===== config.mk =====
export PLATFORM = sky130hd
export DESIGN_NAME = shift_rows_pipe_flat
export DESIGN_NICKNAME = d
export VERILOG_FILES = /design/src/rtl/aes_pkg.sv /design/src/rtl/shift_rows_pipe_if.sv /design/src/rtl/shift_rows_perm.sv /design/src/rtl/shift_rows_pipe.sv /design/src/flat_wrapper.sv
export SDC_FILE = /design/constraint.sdc
export NUM_CORES = 1
export LEC_CHECK = 0
export ABC_CLOCK_PERIOD_IN_PS = 4200
export CORE_MARGIN = 3
export CORE_UTILIZATION = 25
export DETAILED_ROUTE_END_ITERATION = 12
export GPL_TIMING_DRIVEN = 0
export SLEW_MARGIN = 25
export SYNTH_ARGS = -nofsm -noshare
export SYNTH_HDL_FRONTEND = slang
export SYNTH_SLANG_ARGS = --single-unit
export TNS_END_PERCENT = 20

===== constraint.sdc =====
create_clock -name clk -period 4.2 [get_ports clk]
set_input_delay 1.05 -clock clk [delete_from_list [all_inputs] [get_ports clk]]
set_output_delay 1.05 -clock clk [all_outputs]
set_load 0.01 [all_outputs]

===== src/rtl/aes_pkg.sv =====
// Shared AES state helpers: per-NB row-offset table, byte placement and state typedefs.
// Used by shift_rows_perm and shift_rows_pipe.
package aes_pkg;

    typedef logic [32*4-1:0] state_nb4_t;
    typedef logic [32*6-1:0] state_nb6_t;
    typedef logic [32*8-1:0] state_nb8_t;

    // One 16-bit entry per legal NB (index 0: NB=4, 1: NB=6, 2: NB=8).
    // Nibble r of an entry is the left-rotate amount for row r.
    localparam logic [2:0][15:0] ROW_OFF_TBL = {16'h4310, 16'h3210, 16'h3210};

    function automatic int row_offset(input int nb, input int r);
        logic [15:0] entry;
        entry = ROW_OFF_TBL[(nb - 4) / 2];
        return int'(entry[4*r +: 4]);
    endfunction

    // LSB position of byte (r,c) in a column-major state of nb columns.
    function automatic int byte_lsb(input int nb, input int r, input int c);
        return 32*nb - 8 - 8*(4*c + r);
    endfunction

    // Column of the input state that supplies output byte (r,c).
    function automatic int src_col(input int nb, input int r, input int c, input bit inv);
        int off;
        off = row_offset(nb, r);
        if (inv)
            return (c + nb - off) % nb;
        return (c + off) % nb;
    endfunction

endpackage


===== src/rtl/shift_rows_pipe_if.sv =====
// Handshake bundle for shift_rows_pipe: input stream, output stream and mode bits.
// slave = the pipe itself, master = whatever drives and drains it.
interface shift_rows_pipe_if #(
    parameter int NB = 4
);
    localparam int W = 32 * NB;

    logic         in_valid;
    logic         in_ready;
    logic [W-1:0] in_data;
    logic         in_inv;
    logic         out_valid;
    logic         out_ready;
    logic [W-1:0] out_data;
    logic         out_inv;

    modport slave (
        input  in_valid, in_data, in_inv, out_ready,
        output in_ready, out_valid, out_data, out_inv
    );

    modport master (
        output in_valid, in_data, in_inv, out_ready,
        input  in_ready, out_valid, out_data, out_inv
    );

endinterface


===== src/rtl/shift_rows_perm.sv =====
// Combinational (Inv)ShiftRows byte permutation for an NB-column state.
// The inverse path and its inv port exist only when SHIFT_ROWS_PIPE_INV_EN is defined.
module shift_rows_perm
    import aes_pkg::*;
#(
    parameter int NB = 4
) (
    input  logic [32*NB-1:0] in_data,
`ifdef SHIFT_ROWS_PIPE_INV_EN
    input  logic             inv,
`endif
    output logic [32*NB-1:0] out_data
);

    // Pure wiring: every output byte picks a fixed source byte, or one of two when inverse is built.
    for (genvar r = 0; r < 4; r++) begin : g_row
        for (genvar c = 0; c < NB; c++) begin : g_col
            localparam int DST = byte_lsb(NB, r, c);
            localparam int FWD = byte_lsb(NB, r, src_col(NB, r, c, 1'b0));
`ifdef SHIFT_ROWS_PIPE_INV_EN
            localparam int INV = byte_lsb(NB, r, src_col(NB, r, c, 1'b1));
            assign out_data[DST +: 8] = inv ? in_data[INV +: 8] : in_data[FWD +: 8];
`else
            assign out_data[DST +: 8] = in_data[FWD +: 8];
`endif
        end
    end

endmodule


===== src/rtl/shift_rows_pipe.sv =====
// ShiftRows stage with a registered main slot plus skid slot; one-cycle latency, full rate.
// Define SHIFT_ROWS_PIPE_INV_EN to build the per-transaction InvShiftRows path.
module shift_rows_pipe
    import aes_pkg::*;
#(
    parameter int NB = 4
) (
    input  logic             clk,
    input  logic             rst,
    shift_rows_pipe_if.slave bus
);

    localparam int W = 32 * NB;

    logic [W-1:0] perm_data;
    logic         perm_inv;

    logic         main_valid;
    logic [W-1:0] main_data;
    logic         main_inv;
    logic         skid_valid;
    logic [W-1:0] skid_data;
    logic         skid_inv;

    logic         in_ready;
    logic         accept;
    logic         consume;

`ifdef SHIFT_ROWS_PIPE_INV_EN
    shift_rows_perm #(.NB(NB)) u_perm (
        .in_data  (bus.in_data),
        .inv      (bus.in_inv),
        .out_data (perm_data)
    );
    assign perm_inv = bus.in_inv;
`else
    logic unused_in_inv;

    shift_rows_perm #(.NB(NB)) u_perm (
        .in_data  (bus.in_data),
        .out_data (perm_data)
    );
    assign unused_in_inv = bus.in_inv;
    assign perm_inv      = 1'b0;
`endif

    // Ready depends only on the skid flag, so downstream stalls never reach upstream combinationally.
    assign in_ready  = !skid_valid && !rst;
    assign accept    = bus.in_valid && in_ready;
    assign consume   = main_valid && bus.out_ready;

    assign bus.in_ready  = in_ready;
    assign bus.out_valid = main_valid;
    assign bus.out_data  = main_data;
    assign bus.out_inv   = main_inv;

    // Main refills from skid first to preserve order; new data lands in skid only while main stalls.
    always_ff @(posedge clk) begin
        if (rst) begin
            main_valid <= 1'b0;
            main_data  <= '0;
            main_inv   <= 1'b0;
            skid_valid <= 1'b0;
            skid_data  <= '0;
            skid_inv   <= 1'b0;
        end else begin
            if (!main_valid || consume) begin
                if (skid_valid) begin
                    main_valid <= 1'b1;
                    main_data  <= skid_data;
                    main_inv   <= skid_inv;
                    skid_valid <= 1'b0;
                end else begin
                    main_valid <= accept;
                    if (accept) begin
                        main_data <= perm_data;
                        main_inv  <= perm_inv;
                    end
                end
            end else if (accept) begin
                skid_valid <= 1'b1;
                skid_data  <= perm_data;
                skid_inv   <= perm_inv;
            end
        end
    end

endmodule


===== src/flat_wrapper.sv =====
// flat-port wrapper written by rule: the top's interface ports become plain ports
module shift_rows_pipe_flat import aes_pkg::*;
#(
    parameter int NB = 4
)
  (clk, rst, bus_in_valid, bus_in_data, bus_in_inv, bus_out_ready, bus_in_ready, bus_out_valid, bus_out_data, bus_out_inv);
  shift_rows_pipe_if #(.NB(NB)) bus_i ();
  input  logic clk;
  input  logic rst;
  input wire logic [$bits(bus_i.in_valid)-1:0] bus_in_valid;
  input wire logic [$bits(bus_i.in_data)-1:0] bus_in_data;
  input wire logic [$bits(bus_i.in_inv)-1:0] bus_in_inv;
  input wire logic [$bits(bus_i.out_ready)-1:0] bus_out_ready;
  output wire logic [$bits(bus_i.in_ready)-1:0] bus_in_ready;
  output wire logic [$bits(bus_i.out_valid)-1:0] bus_out_valid;
  output wire logic [$bits(bus_i.out_data)-1:0] bus_out_data;
  output wire logic [$bits(bus_i.out_inv)-1:0] bus_out_inv;
  assign bus_i.in_valid = bus_in_valid;
  assign bus_i.in_data = bus_in_data;
  assign bus_i.in_inv = bus_in_inv;
  assign bus_i.out_ready = bus_out_ready;
  assign bus_in_ready = bus_i.in_ready;
  assign bus_out_valid = bus_i.out_valid;
  assign bus_out_data = bus_i.out_data;
  assign bus_out_inv = bus_i.out_inv;
  shift_rows_pipe #(.NB(NB)) u_core (.clk(clk), .rst(rst), .bus(bus_i));
endmodule

-- Word-level counts from Yosys, hierarchy flattened
Cells that the tools add are included.
- add/sub/neg operators: 0
- $mul: 0
- divide/modulo/power cells: 0
- order comparisons: 0
- equality and inequality tests: 0
- shift operators: 0
- multiplexer cells: 5
- bitwise logic cells: 1
- reduce and logical (&&, ||, !) cells: 11
- operator list (operator ; number):
    $mux W128 ; 2
    $reduce_and A2 Y1 ; 2
    $logic_and A1 B1 Y1 ; 3
    $logic_not A1 Y1 ; 3
    $mux W1 ; 3
    $reduce_bool A2 Y1 ; 1
    $reduce_or A2 Y1 ; 1
    $logic_or A1 B1 Y1 ; 1
    $not A1 Y1 ; 1
- bits in registers: 259
- bits in latches: 0
- bits in writable memories: 0
- memory bits (read-only): 0
- bits of input ports: 133
- output and inout bits: 131
- logic and storage cells: 22
- memories kept: 0

-- Logic depth before layout (Yosys ltp)
Gate-level depths: netlist (run 1).
- word-level depth: 5
- mapped depth: 6
- mapped depth without buffers: 3

-- Modules after synthesis
A second synthesis (run 1) with hierarchy kept.
- cells, all modules: 1297
- area, all modules: 13245.2 um^2
- by module, submodules not included (module ; times used ; cells an instance ; area an instance (um^2)):
    shift_rows_pipe ; 1 ; 1169 ; 12284.3
    shift_rows_perm ; 1 ; 128 ; 960.9

-- Least setup slack after synthesis (run 1)
OpenSTA, ideal clock, no wires.
- path type: input port to output port
- start: input port rst
- end: output port bus_in_ready
- data arrival time: 1349 ps
- path slack: 1801 ps
- cell stages on the path: 2
- buffers on the path: 1
- cell sequence: buf_6 -> nor2_1
- word-level cells in the longest chain between the ends: 2
- ends and longest elaborated chain (element ; line ; RTL):
    from (decl) ; flat_wrapper.sv:9 ; input logic rst;
    $logic_not A1 Y1 ; shift_rows_pipe.sv:48 ; assign in_ready = !skid_valid && !rst;
    $logic_and A1 B1 Y1 ; shift_rows_pipe.sv:48 ;
    to (decl) ; flat_wrapper.sv:14 ; output wire logic [$bits(bus_i.in_ready)-1:0] bus_in_ready;
No other way between the ends.

-- Worst setup path in the final report (run 1)
Same ends and word-level chain as after synthesis.

==> results of run 1 <==
[cells in the mapped netlist (2+ instances only)]
| library cell | n | area share |
|---|---|---|
| buf_2 | 36 | 0.015 |
| buf_4 | 15 | 0.0094 |
| a211oi_1 | 256 | 0.16 |
| nor2_1 | 2 | 0.00063 |
| mux2_2 | 256 | 0.24 |
| clkbuf_1 | 44 | 0.014 |
| inv_1 | 129 | 0.041 |
| buf_1 | 6 | 0.0019 |
| dfxtp_1 | 258 | 0.43 |
| buf_6 | 13 | 0.012 |
| nor2b_1 | 128 | 0.067 |
[cell families after synthesis]
| family | after synthesis | share of synthesized area |
|---|---|---|
| AOI/OAI and AO/OA | 258 | 0.1620 |
| DFF | 258 | 0.4325 |
| muxes | 256 | 0.2414 |
| buffers and inverters | 243 | 0.09303 |
| and+or+nand+nor | 135 | 0.07082 |
| other | 1 | 0.0003140 |
[stage by stage]
stage	hold WS, ps	cell area (sq um)	setup WS, ps	util	power, W
floorplan	478.0	11940	1801	-	0.003105
detailed placement	445.4	15300	929.2	0.3267	0.003588
global placement	447.4	15300	934.3	0.3267	0.003577
CTS	457.3	16370	1247	0.3494	0.006432
global route	473.0	16370	1183	0.3494	0.006594
finish	455.6	16370	1256	0.3494	0.006338
[critical path, cell delays in order]
cell and delay, ps:
buf_6 120, nor2_1 130, clkdlybuf4s50_1 590
[sequential cells by signal, summed over array words and instances, names as in the netlist]
register              count
u_core.skid_valid         1
u_core.skid_data        128
u_core.bus.out_data     128
u_core.bus.out_valid      1
[metal layers]
layer / up-vias / part of all wire
met5: - / 0.00061
met4: 4 / 0.016
met2: 230 / 0.46
met3: 39 / 0.061
met1: 4486 / 0.47
li1: 4652 / -
[where the power goes]
part / switching (W) / leakage (nW) / internal, W
clock: 0.00111 / 0.521 / 0.00171
combinational: 0.000404 / 3.38 / 0.000477
sequential: 0.0000668 / 2.11 / 0.00258
[worst max-delay path by stage]
stage / start / endpoint / slack, ps / depth (start not counted)
after floorplan: rst / bus_in_ready / 1800 / 2
after global placement: rst / u_core.bus.out_data[91]$_SDFFE_PP0P_ / 930 / 5
after detailed placement: rst / u_core.bus.out_data[91]$_SDFFE_PP0P_ / 930 / 5
after CTS: rst / bus_in_ready / 1250 / 3
after global routing: rst / bus_in_ready / 1180 / 3
final: rst / bus_in_ready / 1260 / 3
[final cells by class]
class                      count  area (sq um)  area share
multi-input combinational    650          5667      0.3461
sequential                   258          5165      0.3155
timing repair buffer         260          2603      0.1590
clock buffer                  43         880.8     0.05380
tap                          607         759.5     0.04639
buffer                       114         626.9     0.03829
inverter                     129         484.2     0.02958
clock inverter                14         186.4     0.01139
==> reports/results.ini, run 1 <==
[status]
outcome=finished, final reports clean

[worst_setup_path]
cp_max_fo=8
start_kind=primary input
cp_data_arrival_time_ps=1890
reg2reg_depth=5
r2r-start=u_core.skid_valid$_SDFFE_PP0P_
crit_type=in2out
required_ps=3150
reg2reg_slack_ps=2190
crit_path_end_kind=primary output
r2r_end=u_core.bus.out_data[61]$_SDFFE_PP0P_

[timing]
clock.fmax_mhz=339.7
tns_ps=0
hold_viol_final=0
post-route-min-period_ps=2944
layout_worst_path_cycle_share=0.7010
setup_viol=0
drv_slew=0
grt_setup_unrepaired=no
fin_skew_ps=12.78
worstMarginPinSlew_ps=1045
slew_headroom=0.3030

[cts]
htreeDepth=1
cts_tree=built
cts.sinks=258
numCtsBuffers=31
clk-insertion-delay-late_ps=570
ctsResizeCount=0
cts_buffer_depth=3
ctsHoldBuffers=0
post_cts_buffers=0
root_buffer=clkbuf_16
clk_pin_slew_ps=60

[synth]
netlist_instances=1151
ys_types=19
synth_nets=1284
mappedNetlistArea_sq_mm=0.01194
synth-main-ff-cell=dfxtp_1
synth_edf_count=0
yosys_warnings=0
async_reset_ff_frac=0
yosysSeqAreaShare=0.4325
yosys_register_bits=258
syn_area_per_cell_sq_um=10.38

[floorplan]
row_count=79
die_width_um=224.6
start_util=0.2549
die-area_sq_mm=0.05043
core-area_sq_mm=0.04685
io_pins=264
die_h_um=224.6

[global_route]
grt_pass1_wl_um=57770
antenna_found_initial=2
overflow=0
grt_util_met2=0.2433
grt.busiest_layer=met2
grt_use_met1=0.1899
grt_usage=0.1449
grt_max_degree=15
grt_pass1_vias=9846
met3_usage=0.03955

[worst_hold_path]
hold_path_end=u_core.bus.out_data[37]$_SDFFE_PP0P_
min_from=u_core.bus.out_data[37]$_SDFFE_PP0P_
min_path_type=reg2reg
hold_depth=2

[routing]
ant_nets=0
drc_errors=0
avgViaCountPerCell=4.535
drt-total-wl_um=37910
dr.pass1.iters=4
vias=9411
first_iter_violations=319
wire_per_inst_um=18.27

[layout]
fin_cells=2075
area_growth_pct=37.09
layout_commonest_cell=clkdlybuf4s50_1
fin_nets=1577
antenna_cells=0
most-common-layout-cells=260 x clkdlybuf4s50_1, 258 x dfxtp_1, 256 x mux2_2, 256 x a211oi_1, 129 x inv_1
layout-drive-gt1-share=0.2534
fill_cells=4760

[placed_design]
place.gp.congestion=0.7611
numPlacedInstances=2018
dpl.hpwl_um=27100
port_buffers=260

[power_and_ir_drop]
ir_drop_uv=336.7
leakagePower_nw=6.010
p_per_area_mw_per_mm2=387.1

[job]
drv_cap=0

Power figures use the tool's default switching activity.
==> run 2, diff against run 1 <==
--- a/config.mk
+++ b/config.mk
@@ -5,7 +5,7 @@
 export SDC_FILE = /design/constraint.sdc
 export NUM_CORES = 1
 export LEC_CHECK = 0
-export ABC_CLOCK_PERIOD_IN_PS = 4200
+export ABC_CLOCK_PERIOD_IN_PS = 2600
 export CORE_MARGIN = 3
 export CORE_UTILIZATION = 25
 export DETAILED_ROUTE_END_ITERATION = 12
==> constraint.sdc (replaced) <==
create_clock -name clk -period 2.6 [get_ports clk]
set_input_delay 0.65 -clock clk [delete_from_list [all_inputs] [get_ports clk]]
set_output_delay 0.65 -clock clk [all_outputs]
set_load 0.01 [all_outputs]
==> results of run 2 <==
Same layout as run 1 (identical final DEF). Status: finished, final reports clean.
Main changes from that run: setup slack after placement 929.2 ps -> -270.8 ps; setup slack after layout 1256 ps -> 295.6 ps; start point of the critical path rst -> u_core.skid_valid$_SDFFE_PP0P_; register-to-register setup slack 2190 ps -> 590 ps; total power 0.006338 W -> 0.01024 W; worst IR drop on VDD 336.7 uV -> 543.9 uV
